**src/rtl/btb_upd_arb.sv**
```systemverilog
// BTB write-port arbiter: buffered predecode writes vs. prioritised resolve writes with a starvation bound.
// Optional BTB_ARB_SQUASH_EN: resolve grants invalidate queued predecode entries with the same PC.
module btb_upd_arb #(
  parameter int unsigned DEPTH      = 4,
  parameter int unsigned STARVE_MAX = 8
) (
  input  logic                     clk_i,
  input  logic                     rst_n_i,
  input  logic                     dec_vld_i,
  output logic                     dec_rdy_o,
  input  logic [63:0]              dec_pc_i,
  input  logic [2:0]               dec_pos_i,
  input  logic [1:0]               dec_typ_i,
  input  logic [63:0]              dec_tar_i,
  input  logic                     res_vld_i,
  output logic                     res_rdy_o,
  input  logic [63:0]              res_pc_i,
  input  logic [2:0]               res_pos_i,
  input  logic [1:0]               res_typ_i,
  input  logic [63:0]              res_tar_i,
  input  logic                     res_inv_i,
  input  logic                     flush_i,
  input  logic                     btb_stall_i,
  output logic                     btb_we_o,
  output logic                     btb_inv_o,
  output logic [63:0]              btb_pc_o,
  output logic [2:0]               btb_pos_o,
  output logic [1:0]               btb_typ_o,
  output logic [63:0]              btb_tar_o,
  output logic [$clog2(DEPTH):0]   qcnt_o
);

  localparam int unsigned IW = $clog2(DEPTH);
  localparam int unsigned PW = IW + 1;
  localparam int unsigned SW = $clog2(STARVE_MAX + 1);

  logic [63:0]      pc_q  [DEPTH];
  logic [2:0]       pos_q [DEPTH];
  logic [1:0]       typ_q [DEPTH];
  logic [63:0]      tar_q [DEPTH];
  logic [DEPTH-1:0] vld_q, vld_d, kill;
  logic [PW-1:0]    wr_ptr_q, rd_ptr_q;
  logic [SW-1:0]    starve_q;
  logic [IW-1:0]    wr_idx, rd_idx;
  logic             empty, full, head_vld, head_squashed;
  logic             force_dec, res_grant, dec_grant, push, pop;

  assign wr_idx        = wr_ptr_q[IW-1:0];
  assign rd_idx        = rd_ptr_q[IW-1:0];
  assign empty         = (wr_ptr_q == rd_ptr_q);
  assign full          = (wr_idx == rd_idx) && (wr_ptr_q[IW] != rd_ptr_q[IW]);
  assign head_vld      = !empty && vld_q[rd_idx];
  assign head_squashed = !empty && !vld_q[rd_idx];
  assign qcnt_o        = wr_ptr_q - rd_ptr_q;

  assign force_dec = (starve_q == SW'(STARVE_MAX)) && head_vld;
  assign res_grant = rst_n_i && res_vld_i && !btb_stall_i && !force_dec;
  assign res_rdy_o = res_grant;
  assign dec_grant = head_vld && !btb_stall_i && !flush_i && (!res_vld_i || force_dec);
  assign dec_rdy_o = rst_n_i && !full;
  assign push      = dec_vld_i && dec_rdy_o && !flush_i;
  // Squashed heads drain without using the write port, independent of stall.
  assign pop       = dec_grant || head_squashed;

`ifdef BTB_ARB_SQUASH_EN
  always_comb begin
    kill = '0;
    if (res_grant) begin
      for (int unsigned i = 0; i < DEPTH; i++) begin
        if (vld_q[i] && (pc_q[i] == res_pc_i)) kill[i] = 1'b1;
      end
    end
  end
`else
  always_comb begin
    kill = '0;
  end
`endif

  always_comb begin
    vld_d = vld_q & ~kill;
    if (pop)  vld_d[rd_idx] = 1'b0;
    if (push) vld_d[wr_idx] = 1'b1;
  end

  always_ff @(posedge clk_i) begin
    if (push) begin
      pc_q[wr_idx]  <= dec_pc_i;
      pos_q[wr_idx] <= dec_pos_i;
      typ_q[wr_idx] <= dec_typ_i;
      tar_q[wr_idx] <= dec_tar_i;
    end
  end

  always_ff @(posedge clk_i or negedge rst_n_i) begin
    if (!rst_n_i) begin
      wr_ptr_q <= '0;
      rd_ptr_q <= '0;
      vld_q    <= '0;
    end else if (flush_i) begin
      wr_ptr_q <= '0;
      rd_ptr_q <= '0;
      vld_q    <= '0;
    end else begin
      if (push) wr_ptr_q <= wr_ptr_q + PW'(1);
      if (pop)  rd_ptr_q <= rd_ptr_q + PW'(1);
      vld_q <= vld_d;
    end
  end

  always_ff @(posedge clk_i or negedge rst_n_i) begin
    if (!rst_n_i) begin
      starve_q <= '0;
    end else if (flush_i || empty || dec_grant) begin
      starve_q <= '0;
    end else if (res_grant && head_vld && (starve_q != SW'(STARVE_MAX))) begin
      starve_q <= starve_q + SW'(1);
    end
  end

  always_ff @(posedge clk_i or negedge rst_n_i) begin
    if (!rst_n_i) begin
      btb_we_o  <= 1'b0;
      btb_inv_o <= 1'b0;
      btb_pc_o  <= '0;
      btb_pos_o <= '0;
      btb_typ_o <= '0;
      btb_tar_o <= '0;
    end else begin
      btb_we_o  <= res_grant || dec_grant;
      btb_inv_o <= res_grant && res_inv_i;
      if (res_grant) begin
        btb_pc_o  <= res_pc_i;
        btb_pos_o <= res_pos_i;
        btb_typ_o <= res_typ_i;
        btb_tar_o <= res_tar_i;
      end else if (dec_grant) begin
        btb_pc_o  <= pc_q[rd_idx];
        btb_pos_o <= pos_q[rd_idx];
        btb_typ_o <= typ_q[rd_idx];
        btb_tar_o <= tar_q[rd_idx];
      end
    end
  end

endmodule
```
**config.mk**
```make
export PLATFORM = sky130hd
export DESIGN_NAME = btb_upd_arb
export DESIGN_NICKNAME = d
export VERILOG_FILES = /design/src/rtl/btb_upd_arb.sv
export SDC_FILE = /design/constraint.sdc
export NUM_CORES = 1
export LEC_CHECK = 0
export ABC_AREA = 1
export BUFFER_PORTS_ARGS = -buffer_cell sky130_fd_sc_hd__buf_2
export CORE_MARGIN = 2
export CORE_UTILIZATION = 31
export CTS_BUF_LIST = sky130_fd_sc_hd__clkbuf_16
export DETAILED_ROUTE_END_ITERATION = 8
export SYNTH_ARGS = -nofsm -noshare
export SYNTH_HDL_FRONTEND = slang
export SYNTH_SLANG_ARGS = --single-unit
```
**constraint.sdc**
```tcl
create_clock -name clk_i -period 5.95 [get_ports clk_i]
set_input_delay 0.8925 -clock clk_i [delete_from_list [all_inputs] [get_ports clk_i]]
set_output_delay 0.8925 -clock clk_i [all_outputs]
set_load 0.02 [all_outputs]
```
Yosys cells after proc, flatten, opt, wreduce, memory -nomap -nowiden
Memories as Yosys holds them, arrays and structs flattened.
Cells that the tools add are included.
{ "classes": {"add_sub_neg": 4, "mul": 0, "div": 0, "n_lt_le_gt_ge": 4, "eq_ne": 5, "shifts": 0, "n_mux": 25, "n_bitwise": 3, "reduce_logical": 34} }
{ "op_table": {"columns": ["operator", "n"], "rows": [
  ["64-bit 2-to-1 mux", 4],
  ["4-bit 2-to-1 mux", 5],
  ["1-bit logical AND", 18],
  ["3-bit 2-to-1 mux", 6],
  ["2-bit nonzero test", 4],
  ["1-bit zero test", 7],
  ["3-bit by 1-bit adder with 3-bit output (second input constant)", 2],
  ["2-bit by 3-bit < comparator with 1-bit output (second input constant)", 2],
  ["1-bit logical OR", 5],
  ["1-bit 2-to-1 mux", 5],
  ["4-bit by 1-bit adder with 4-bit output (second input constant)", 1],
  ["4-bit bitwise AND", 1],
  ["1-bit demux with 2-bit select", 2],
  ["4-bit == test (second input constant)", 1],
  ["2-bit by 1-bit greater-or-equal comparator with 1-bit output (second input constant)", 2],
  ["2-bit 2-to-1 mux", 2],
  ["4-bit inequality test (second input constant)", 1],
  ["4-bit inverter", 1],
  ["4-bit OR", 1],
  ["3-bit == test", 1],
  ["3-bit subtractor", 1],
  ["1-bit binary-select mux with 2-bit select", 1],
  ["2-bit == test", 1],
  ["1-bit inequality test", 1]
]} }
{ "totals": {"reg_bits": 149, "latchBits": 0, "mem_bits_rw": 532, "romBits": 0, "input_bits": 273, "output_inout_bits": 140, "wordCells": 89, "mem_count": 4} }
{ "memory_table": {"columns": ["name", "depth", "word_bits", "read_ports", "rd_ports_with_merged_regs", "wr", "line_no", "text"], "rows": [
  ["pc_q", 4, 64, 1, 0, 1, "37", "logic [63:0] pc_q [DEPTH];"],
  ["tar_q", 4, 64, 1, 0, 1, "40", "logic [63:0] tar_q [DEPTH];"],
  ["pos_q", 4, 3, 1, 0, 1, "38", "logic [2:0] pos_q [DEPTH];"],
  ["typ_q", 4, 2, 1, 0, 1, "39", "logic [1:0] typ_q [DEPTH];"]
]} }

Longest topological paths before layout
Gate-level depths: netlist (run 1).
{ "depth": {"word_depth": 11, "depth_mapped": 15} }

Least setup slack after synthesis (run 1)
No wires, ideal clock.
{ "synth_path": {"path_kind": "register -> register", "startpoint": "register rd_ptr_q[1]", "endpoint": "memory pc_q[0][0], enable pin", "setup_time_ns": 0.486, "t_arrival_ns": 4.553, "required_ns": 5.464, "path_slack_ns": 0.911, "path_stages_with_launch": 10, "n_path_buf": 2, "synth_period_minus_slack_ns": 5.039, "cell_sequence": "dfrtp_1 -> inv_2 -> clkbuf_1 -> clkbuf_1 -> ha_1 -> nand3_1 -> nand3_1 -> nor2_1 -> nand2_1 -> inv_1"} }
{ "synth_via": {"elab_chain_cells": 8} }
{ "synth_lines": {"columns": ["item", "line_no", "text"], "rows": [
  ["from (decl)", "42", "logic [PW-1:0] wr_ptr_q, rd_ptr_q;"],
  ["from (signal assigned)", "106", "if (pop) rd_ptr_q <= rd_ptr_q + PW'(1);"],
  ["2-bit == test", "51", "assign full = (wr_idx == rd_idx) && (wr_ptr_q[IW] != rd_ptr_q[IW]);"],
  ["1-bit logical AND", "51", null],
  ["1-bit zero test", "60", "assign dec_rdy_o = rst_n_i && !full;"],
  ["1-bit logical AND", "60", null],
  ["1-bit logical AND (2 in series)", "61", "assign push = dec_vld_i && dec_rdy_o && !flush_i;"],
  ["1-bit 2-to-1 mux", "87", "if (push) begin"],
  ["1-bit 2-to-1 mux (not written as such)", "88", "pc_q[wr_idx] <= dec_pc_i;"],
  ["to (decl)", "37", null]
]} }
No other way between the ends.

Worst setup path after layout (run 1)
{ "layout_path": {"startpoint": "register rd_ptr_q[1]", "endpoint": "output port res_rdy_o"} }
{ "layout_via": {"elab_chain_cells": 6, "elab_cells_between_ends": 8, "classes_between": "eq/ne (1); mux (2); reduce/logical (5)"} }
{ "layout_lines": {"columns": ["item", "line_no", "text"], "rows": [
  ["1-bit binary-select mux with 2-bit select or 3-bit == test (tied branches)", "52, 50", null],
  ["1-bit 2-to-1 mux (not written as such) or 1-bit zero test (tied branches)", "52", "assign head_vld = !empty && vld_q[rd_idx];"],
  ["1-bit logical AND *", "52", null],
  ["1-bit logical AND *", "56", "assign force_dec = (starve_q == SW'(STARVE_MAX)) && head_vld;"],
  ["1-bit zero test *", "57", "assign res_grant = rst_n_i && res_vld_i && !btb_stall_i && !force_dec;"],
  ["1-bit logical AND *", "57", null],
  ["to (decl)", "16", "output logic res_rdy_o,"]
]} }
Mark *: on every way between the ends. The rest lies on a longest branch, timed or not. The select of a mux whose other input is x is not followed.

==> results of run 1 <==
==> through the flow <==
stage / setup slack (ns) / cells
after floorplan: 0.9114 / 2424
after global placement: 1.939 / 3876
after detailed placement: 1.871 / 3876
after CTS: 1.859 / 4017
after global routing: 1.637 / 4023
final: 1.999 / 4023
==> power groups by stage <==
stage	sequential, mW	combinational [mW]	clock, mW
detailed placement	5.98	3.35	0
finish	5.89	3.30	4.67
global route	5.95	3.69	4.97
global placement	5.99	3.31	0
floorplan	6.40	1.69	0
CTS	5.90	3.36	4.80
==> synth_stat cells (3+ instances only) <==
library cell,number,area (um^2)
nand2_1,780,2928
edfxtp_1,532,15980
nor2_1,314,1179
o21ai_0,269,1346
dfrtp_1,149,3729
o22ai_1,117,732.0
clkbuf_1,86,322.8
nand3_1,45,225.2
buf_2,41,205.2
inv_1,21,78.83
or2_2,16,100.1
ha_1,12,150.1
buf_6,10,112.6
nand4_1,5,31.28
buf_1,4,15.01
buf_4,3,22.52
inv_2,3,11.26
xor2_1,3,26.28
==> flip-flops by register name (all words and copies together), names as in the netlist <==
name / count
pos_q: 12
btb_tar_o: 64
pc_q: 256
wr_ptr_q: 3
btb_pc_o: 64
vld_q: 4
tar_q: 256
btb_inv_o: 1
btb_pos_o: 3
starve_q: 4
btb_typ_o: 2
rd_ptr_q: 3
typ_q: 8
btb_we_o: 1
==> worst min-delay path by stage <==
stage / from / end / slack (ns)
global route: rst_n_i / vld_q[2]$_DFF_PN0_ / 0.24
floorplan: wr_ptr_q[2]$_DFFE_PN0P_ / wr_ptr_q[2]$_DFFE_PN0P_ / 0.46
global placement: btb_pc_o[45]$_DFFE_PN0P_ / btb_pc_o[45]$_DFFE_PN0P_ / 0.46
finish: rst_n_i / wr_ptr_q[1]$_DFFE_PN0P_ / 0.24
CTS: rst_n_i / starve_q[3]$_DFFE_PN0P_ / 0.22
detailed placement: btb_pos_o[1]$_DFFE_PN0P_ / btb_pos_o[1]$_DFFE_PN0P_ / 0.46
==> cell type report <==
class	count	area [um^2]
timing repair buffer	441	2361
multi-input combinational	1573	6845
inverter	26	132.6
sequential	681	19710
fill	8564	54000
antenna	6	15.01
clock inverter	61	513.0
tap	1155	1445
clock buffer	80	2002
==> worst max-delay path: cells and delay by family (launching register included) <==
| family | cells | cell delay, ns |
|---|---|---|
| DFF | 1 | 0.77 |
| AOI/OAI and AO/OA | 1 | 0.25 |
| adders and majority gates | 1 | 0.38 |
| buffers and inverters | 3 | 0.61 |
| and+or+nand+nor | 3 | 0.44 |
==> placed cells by master, fill, tap and decap left out, types with 16 or more instances in the layout <==
cell         n
clkbuf_16   80
buf_4       23
dfrtp_1    147
or2_2       16
o21ai_0    269
edfxtp_1   532
inv_1       31
buf_2      411
nor2_1     314
nand2_1    780
o22ai_1    117
nand3_1     45
==> cells by family (layout without fill, tap and decap cells) <==
| family | Yosys count | in the layout | synth area share |
|---|---|---|---|
| compound gates | 389 | 389 | 0.07688 |
| xor+xnor | 3 | 3 | 0.0009623 |
| fa+ha+maj | 13 | 13 | 0.006231 |
| buf+inv | 170 | 608 | 0.02850 |
| flops | 681 | 681 | 0.7215 |
| other cells | 0 | 6 | 0 |
| simple gates | 1168 | 1168 | 0.1659 |
==> layer usage <==
| metal | share of wire | global-route usage | wire (um) | vias up |
|---|---|---|---|---|
| met2 | 0.48 | 0.2635 | 35450 | 476 |
| met4 | 0.020 | 0.04869 | 1501 | 28 |
| met3 | 0.056 | 0.03074 | 4108 | 120 |
| met5 | 0.0024 | 0 | 178 | - |
| met1 | 0.44 | 0.2085 | 32230 | 9149 |
| li1 | - | - | - | 9068 |
==> run_results.csv, run 1 <==
group,metric,value,unit
status,outcome,"completed",
worst_setup_path,cpPeakStageDelay,0.77,ns
worst_setup_path,cp_common_cell,"inv_4",
worst_setup_path,crit_slowest_cell,"dfrtp_4",
routing,ant_nets,0,
placed_design,hpwlAfterDp,44.23,mm
clocking,ctsLongestPathBuffers,3,
grt,grt_pass1_vias,18260,
timing,final_hold_viol_count,0,
synth,syn_area,27310,um^2
clocking,cts_resized,0,
clocking,cts.clk_slew.worst_paths,0.06,ns
pwr,finalPower,13.87,mW
timing,slew_headroom,0.2968,
grt,grt_max_degree,110,
routing,wl_per_cell,18.26,um
floorplanning,ioPinCount,413,
grt,grt_first_pass_wirelength,109.7,mm
clocking,post_cts_buffers,0,
pwr,pwr-share-seq,0.425,
timing,worstMarginPinSlew,1.055,ns
floorplanning,die_x,300.8,um
pwr,clockPowerShare,0.337,
routing,dr_total_vias,18840,
routing,viasPerCell,4.683,
worst_setup_path,worstSetupPathType,"reg2out",
timing,hold_ws,0.2382,ns
layout,nets,3085,
timing,rsz0062_at_grt,"false",
routing,drt_first_pass_iters,5,
pwr,p_per_area,419.9,nW/um^2
run,cap_violations,0,
synth,avgSynthCellArea,11.27,um^2
pwr,switching_share,0.3224,
floorplanning,rows,108,
layout,post-route-util,0.3795,
hold_path,hp-class,"in2async",
timing,final_max_slew_viol_count,0,
timing,finalSetupViolCount,0,
routing,drcViolationCount,0,
synth,synth_edf_count,532,
pwr,internal_power,9.397,mW
floorplanning,start_util,0.3138,
timing,final.setup.tns,0,ns
worst_setup_path,cp_cell_sequence,"inv_4 > ha_1 > nand2_1 > o21bai_2 > nand3_4 > nand2_8 > inv_4 > buf_2",
synth,seq_area_frac_synth,0.7215,
synth,syn_inst,2424,
grt,grt.total_usage,0.1582,
timing,clock_skew,0.01920,ns
synth,synthFlopType,"edfxtp_1",
pwr,p_sw,4.470,mW
clocking,cts_hold_buf,0,
synth,synth_seq_cells,681,
synth,async_flop_share,0.2188,
grt,antenna_found_initial,23,
worst_setup_path,r2r-start,"rd_ptr_q[1]$_DFFE_PN0P_",
placed_design,port_buffers,412,
clocking,root_buffer,"clkbuf_16",
worst_setup_path,cp_data_required_time,5.06,ns
clocking,cts_buffers,76,
worst_setup_path,cp-start-kind,"flip-flop",
worst_setup_path,cp-end-kind,"primary output",
pwr,p_leak,13.53,nW
worst_setup_path,crit_start,"rd_ptr_q[1]$_DFFE_PN0P_",
worst_setup_path,r2r_cells,11,
synth,synthDistinctLibCells,28,
worst_setup_path,reg2reg_slack,2.01,ns
worst_setup_path,endpoint,"res_rdy_o",
routing,routed_wl,73.47,mm
clocking,tritoncts,"yes",
layout,syn_to_final_growth,20.93,%
synth,ys_warn_count,0,
floorplanning,coreArea,87020,um^2
placed_design,gp_congestion,0.7975,
worst_setup_path,timing.rr.end,"btb_tar_o[36]$_DFFE_PN0P_",
floorplanning,die_h,300.8,um
pwr,power_frac_comb,0.238,
clocking,clock_latency,0.61,ns
worst_setup_path,arrival,3.06,ns
floorplanning,die-area,90490,um^2
synth,synth_nets,2710,
worst_setup_path,cp_max_fo,39,
timing,period_share,0.6640,
layout,design_area,33030,um^2
layout,drive_gt1_frac,0.2048,
placed_design,placed_cell_area,30500,um^2
clocking,cts_sinks,681,
pwr,ir_worst_vdd,0.3021,mV
routing,drt_iter0_drc,1348,
timing,min_period,3.951,ns
timing,fmax,0.2531,GHz
grt,overflow,0,
clocking,h-tree-depth,3,
(Power assumes the default switching activity.)
==> inputs of run 2 (changes only) <==
--- a/config.mk
+++ b/config.mk
@@ -5,7 +5,7 @@
 export SDC_FILE = /design/constraint.sdc
 export NUM_CORES = 1
 export LEC_CHECK = 0
-export ABC_AREA = 1
+export ABC_AREA = 0
 export BUFFER_PORTS_ARGS = -buffer_cell sky130_fd_sc_hd__buf_2
 export CORE_MARGIN = 2
 export CORE_UTILIZATION = 31
==> constraint.sdc (replaced) <==
create_clock -name clk_i -period 3.2 [get_ports clk_i]
set_input_delay 0.48 -clock clk_i [delete_from_list [all_inputs] [get_ports clk_i]]
set_output_delay 0.48 -clock clk_i [all_outputs]
set_load 0.02 [all_outputs]
==> run 2 against run 1 <==
Largest power group unchanged. Sequential cell count did not move. Clock skew rose by 0.0035 ns. Sequential power rose by 75%. Design area fell by 2.2%. Clock power rose by 85%. Non-clock buffer count rose by 18. Combinational power rose by 18%.
==> run_results.csv, run 2 <==
group,metric,value,unit
status,outcome,"completed",
synth,synthFlopType,"edfxtp_1",
grt,grt_first_pass_wirelength,93.62,mm
floorplanning,coreArea,83420,um^2
timing,worstMarginPinSlew,0.8588,ns
grt,antenna_found_initial,23,
synth,synth_nets,1804,
placed_design,placed_cell_area,29740,um^2
synth,synth_area_leader_cell,"edfxtp_1",
floorplanning,die_x,293.8,um
floorplanning,rows,106,
worst_setup_path,cp_max_fo,35,
timing,final_max_slew_viol_count,0,
layout,final_cell_mix,"532 x edfxtp_1, 411 x buf_2, 269 x a21oi_1",
clocking,h-tree-depth,3,
placed_design,port_buffers,412,
grt,grt_max_degree,135,
worst_setup_path,cpPeakStageDelay,0.63,ns
clocking,tritoncts,"yes",
floorplanning,start_util,0.3121,
routing,route.met3.wl,4.424,mm
clocking,cts.clk_slew.worst_paths,0.07,ns
placed_design,placed_cells,2969,
synth,synth.most_common_cell,"edfxtp_1",
timing,final.setup.tns,0,ns
grt,grt.total_usage,0.1426,
timing,finalSetupViolCount,0,
synth,netlist_top_cells_count,"532 x edfxtp_1, 269 x a21oi_1, 149 x dfrtp_1, 147 x nor2_1, 142 x nand2_1",
routing,highest_layer,"met5",
synth,seq_area_frac_synth,0.7567,
hold_path,hp-class,"in2reg",
clocking,clock_latency,0.61,ns
synth,ys_warn_count,0,
timing,slew_headroom,0.4275,
timing,min_period,3.037,ns
synth,yosysTopAreaCellShare,0.6135,
synth,syn_inst,1518,
routing,dr_total_vias,14790,
synth,synthDistinctLibCells,32,
routing,viasPerCell,4.741,
routing,ant_nets,0,
routing,drcViolationCount,0,
routing,drt_iter0_drc,942,
layout,drive_gt1_frac,0.3562,
placed_design,gp_congestion,0.7690,
layout,fill_cells,7691,
floorplanning,ioPinCount,413,
worst_setup_path,worstSetupPathType,"in2out",
synth,synthTopCellsByArea,"edfxtp_1 61%, dfrtp_1 14%, mux4_2 12%, a21oi_1 5.2%, nor2_1 2.1%",
routing,wl_per_cell,19.92,um
layout,syn_to_final_growth,23.98,%
worst_setup_path,cpLargestDelayFamily,"buffers and inverters",
layout,layout_commonest_cell,"edfxtp_1",
synth,synth_edf_count,532,
timing,fmax,0.3293,GHz
synth,async_flop_share,0.2188,
grt,grt_pass1_vias,15570,
worst_setup_path,cp_data_required_time,2.72,ns
routing,routed_wl,62.15,mm
layout,design_area,32280,um^2
placed_design,hpwlAfterDp,39.82,mm
worst_setup_path,cp_cell_sequence,"dlygate4sd3_1 > buf_6 > nand2_1 > nor2_1 > o21ai_4 > inv_8 > buf_2",
timing,clock_skew,0.02269,ns
routing,drt_first_pass_iters,5,
layout,nets,2255,
routing,wl_met1,26.64,mm
routing,wl_met2,29.62,mm
clocking,ctsLongestPathBuffers,3,
worst_setup_path,cp-start-kind,"input port",
grt,overflow,0,
clocking,cts_sinks,681,
layout,final_cells,3120,
timing,final_hold_viol_count,0,
worst_setup_path,crit_buf_inv,4,
timing,period_share,0.9490,
synth,avgSynthCellArea,17.15,um^2
pwr,ir_worst_vdd,0.4819,mV
timing,rsz0062_at_grt,"true",
floorplanning,die_h,293.8,um
synth,synth_seq_cells,681,
pwr,p_per_area,707.3,nW/um^2
clocking,cts_buffers,77,
layout,reg_top3,"pc_q (256), tar_q (256)",
floorplanning,die-area,86330,um^2
worst_setup_path,arrival,2.56,ns
synth,syn_area,26040,um^2
pwr,p_leak,11.89,nW
worst_setup_path,cp-end-kind,"primary output",
clocking,root_buffer,"clkbuf_16",
worst_setup_path,crit_slowest_cell,"dlygate4sd3_1",
run,cap_violations,0,
## run 2: cell families after synthesis
| kind of cell | Yosys count | share of synthesized area |
|---|---|---|
| adders and majority gates | 13 | 0.006535 |
| buffers and inverters | 98 | 0.01682 |
| xor gates and xnor gates | 8 | 0.002691 |
| DFF | 681 | 0.7567 |
| AOI/OAI and AO/OA | 279 | 0.05535 |
| and+or+nand+nor | 302 | 0.04483 |
| muxes | 137 | 0.1171 |
## run 2: timing repair
action / CTS / global route
setup endpoints to repair: 0 / 2
resized for setup: 0 / 2
setup buffers: 0 / 0
hold buffers: 1 / 0
endpoints found under the hold margin: 25 / 0
## run 2: final timing paths
check / start / endpoint / slack, ns / cells past startpoint
setup / recovery: rst_n_i / res_rdy_o / 0.16 / 7
hold reg to reg: btb_pc_o[1]$_DFFE_PN0P_ / btb_pc_o[1]$_DFFE_PN0P_ / 0.51 / 2
max in group asynchronous: rst_n_i / btb_pc_o[3]$_DFFE_PN0P_ / 1.28 / 4
hold / removal: dec_tar_i[37] / tar_q[1][37]$_DFFE_PP_ / 0.09 / 1
setup reg to reg: rd_ptr_q[0]$_DFFE_PN0P_ / tar_q[1][21]$_DFFE_PP_ / 0.61 / 7
min in group asynchronous: rst_n_i / rd_ptr_q[2]$_DFFE_PN0P_ / 0.45 / 2
## run 2: layer usage
metal | up-vias | global-route usage
met5 | - | 0
met2 | 387 | 0.2303
li1 | 6725 | -
met3 | 124 | 0.04101
met1 | 7521 | 0.1859
met4 | 34 | 0.04368
## run 2: layout make-up
| class | instances | area, um^2 | share of cell area |
|---|---|---|---|
| Clock inverter | 62 | 555.5 | 0.01721 |
| Multi-Input combinational cell | 739 | 5961 | 0.1846 |
| Inverter | 11 | 51.30 | 0.001589 |
| Antenna cell | 10 | 25.02 | 0.0007751 |
| Sequential cell | 681 | 19710 | 0.6105 |
| Tap cell | 1080 | 1351 | 0.04186 |
| Clock buffer | 78 | 1952 | 0.06046 |
| Timing Repair Buffer | 459 | 2678 | 0.08294 |
## run 2: per-stage QoR
stage / worst slack (ns) / utilization / hold WS (ns) / power [mW]
5_1_grt: -0.01711 / 0.3868 / 0.05405 / 23.86
3_3_place_gp: 0.5647 / 0.3565 / 0.3902 / 14.40
3_5_place_dp: 0.5356 / 0.3565 / 0.3882 / 14.49
4_1_cts: 0.006810 / 0.3866 / 0.03197 / 23.23
6_report: 0.1631 / 0.3870 / 0.08568 / 22.84
2_1_floorplan: -0.7722 / - / 0.1844 / 13.12
## run 2: where the power goes
| part | switching [mW] | leakage [nW] | internal (mW) | total, mW |
|---|---|---|---|---|
| registers | 0.249 | 6.49 | 10.1 | 10.3 |
| logic | 2.20 | 4.14 | 1.69 | 3.89 |
| clock network | 3.51 | 1.25 | 5.12 | 8.63 |
==> inputs of run 3 (changes only) <==
==> constraint.sdc (replaced) <==
create_clock -name clk_i -period 3.9 [get_ports clk_i]
set_input_delay 0.585 -clock clk_i [delete_from_list [all_inputs] [get_ports clk_i]]
set_output_delay 0.585 -clock clk_i [all_outputs]
set_load 0.02 [all_outputs]
==> run 3 against run 2 <==
Combinational power down 18%. Highest routed layer unchanged. Sequential power fell by 18%. Clock-buffer cell count did not move. Cell count fell by 0.64%. Design area fell by 0.49%. Critical path type is now reg2out. Sequential share of layout area is 0.30 points higher. Setup slack improved by 0.54 ns. Sequential cell count is the same. Total power is 18% lower.
==> run_results.csv, run 3 (synthesis results as in run 2) <==
group,metric,value,unit
layout,layout_commonest_cell,"edfxtp_1",
timing,slew_headroom,0.5038,
placed_design,hpwlAfterDp,38.90,mm
routing,drt_first_pass_iters,5,
floorplanning,die_h,293.8,um
floorplanning,start_util,0.3121,
routing,viasPerCell,4.773,
hold_path,min_from,"dec_tar_i[38]",
worst_setup_path,cp_data_required_time,3.31,ns
timing,clock_skew,0.02253,ns
layout,fill_cells,7666,
pwr,p_per_area,582.8,nW/um^2
floorplanning,ioPinCount,413,
layout,reg_top3,"pc_q (256), tar_q (256)",
routing,drt_iter0_drc,870,
clocking,tritoncts,"yes",
worst_setup_path,reg2reg_slack,1.13,ns
worst_setup_path,cp_max_fo,35,
run,cap_violations,0,
layout,drive_gt1_frac,0.3500,
clocking,h-tree-depth,3,
grt,grt_first_pass_wirelength,94.11,mm
layout,nets,2238,
pwr,ir_worst_vdd,0.4332,mV
layout,syn_to_final_growth,23.37,%
clocking,cts_sinks,681,
routing,drcViolationCount,0,
grt,grt.total_usage,0.1432,
worst_setup_path,timing.rr.end,"pc_q[2][31]$_DFFE_PP_",
routing,ant_nets,0,
worst_setup_path,r2r-start,"rd_ptr_q[1]$_DFFE_PN0P_",
clocking,clock_latency,0.60,ns
grt,grt_max_degree,135,
pwr,p_leak,11.83,nW
pwr,finalPower,18.72,mW
timing,min_period,3.192,ns
clocking,root_buffer,"clkbuf_16",
routing,wl_per_cell,20.11,um
placed_design,gp_congestion,0.7613,
routing,routed_wl,62.35,mm
timing,final_hold_viol_count,0,
timing,period_share,0.8186,
routing,dr_total_vias,14800,
floorplanning,die-area,86330,um^2
worst_setup_path,cp_cell_sequence,"inv_4 > ha_4 > nand2_1 > o21ai_2 > o21ai_4 > inv_6 > buf_2",
timing,finalSetupViolCount,0,
status,outcome,"completed",
worst_setup_path,worstSetupPathType,"reg2out",
worst_setup_path,cpLargestDelayFamily,"buffers and inverters",
hold_path,min_path_cells,1,
worst_setup_path,cp-start-kind,"flip-flop",
hold_path,hold-path-endpoint,"tar_q[1][38]$_DFFE_PP_",
floorplanning,die_x,293.8,um
layout,final_cell_mix,"532 x edfxtp_1, 411 x buf_2, 269 x a21oi_1",
layout,post-route-util,0.3851,
placed_design,port_buffers,412,
grt,antenna_found_initial,18,
worst_setup_path,r2r_cells,7,
grt,overflow,0,
grt,grt_pass1_vias,15750,
clocking,ctsLongestPathBuffers,3,
floorplanning,coreArea,83420,um^2
timing,worstMarginPinSlew,0.7443,ns
worst_setup_path,cp-end-kind,"primary output",
worst_setup_path,cpPeakStageDelay,0.59,ns
floorplanning,rows,106,
worst_setup_path,crit_buf_inv,3,
timing,rsz0062_at_grt,"false",
worst_setup_path,arrival,2.61,ns
timing,final_max_slew_viol_count,0,
clocking,cts_buffers,75,
timing,fmax,0.3132,GHz
worst_setup_path,crit_slowest_cell,"dfrtp_4",
hold_path,hp-class,"in2reg",
clocking,cts.clk_slew.worst_paths,0.06,ns
[run 3: cell types whose count changed in the layout (fill, tap and decap cells not counted), sizes merged]
| cell | change |
|---|---|
| clkinv | +1 |
| clkinvlp | -4 |
| diode | -4 |
| inv | +2 |
| buf | -15 |
[run 3: area by class of cell]
class	count	area [um^2]	share of cell area
multi-input cells	739	5958	0.1855
flip-flops and latches	681	19710	0.6136
inverters	11	48.80	0.001519
well taps	1080	1351	0.04206
clock inverters	61	540.5	0.01683
repair buffers	444	2549	0.07933
diodes	6	15.01	0.0004674
clock buffers	78	1952	0.06076
[run 3: layer usage]
metal,track usage,up-vias,part of all wire
li1,-,6691,-
met1,0.1813,7527,0.42
met2,0.2388,429,0.48
met3,0.04207,116,0.074
met4,0.03970,32,0.019
met5,0,-,0.0033
[run 3: where the power goes]
part / switching, mW / internal (mW) / total (mW)
Sequential: 0.219 / 8.26 / 8.48
Combinational: 1.82 / 1.38 / 3.20
Clock: 2.86 / 4.18 / 7.04
[run 3: worst register-to-register path: stages (launching register included)]
cell     delay [ns]
dfrtp_4        0.60
inv_4          0.12
ha_4           0.21
a31oi_4        0.21
nand2_1        0.14
nor2_1         0.30
and2_4         0.24
buf_12         0.44
[run 3: through the flow]
stage	setup TNS [ns]	cell area (um^2)	hold WS (ns)	setup WS, ns	std cells
after floorplan	-9.608	26110	0.2894	-0.07224	1518
after global placement	0	29610	0.4240	1.192	2954
after detailed placement	0	29610	0.4223	1.150	2954
after CTS	0	32110	0.1315	0.6161	3094
after global routing	0	32110	0.1557	0.5879	3094
final	0	32130	0.1951	0.7076	3100
[run 3: how the worst max path moves through the flow]
stage / start / endpoint / slack (ns) / depth (start not counted)
2_1_floorplan: rd_ptr_q[1]$_DFFE_PN0P_ / pc_q[3][0]$_DFFE_PP_ / -0.07 / 8
3_3_place_gp: rd_ptr_q[1]$_DFFE_PN0P_ / tar_q[2][52]$_DFFE_PP_ / 1.19 / 7
3_5_place_dp: rd_ptr_q[1]$_DFFE_PN0P_ / pc_q[2][31]$_DFFE_PP_ / 1.15 / 7
4_1_cts: rd_ptr_q[1]$_DFFE_PN0P_ / res_rdy_o / 0.62 / 7
5_1_grt: rd_ptr_q[1]$_DFFE_PN0P_ / res_rdy_o / 0.59 / 7
6_report: rd_ptr_q[1]$_DFFE_PN0P_ / res_rdy_o / 0.71 / 7
[run 3: repair_timing]
item,in CTS,in global routing
buffers inserted,0,0
hold buffers,1,0
hold endpoints to repair,5,0
gates resized for setup,0,0
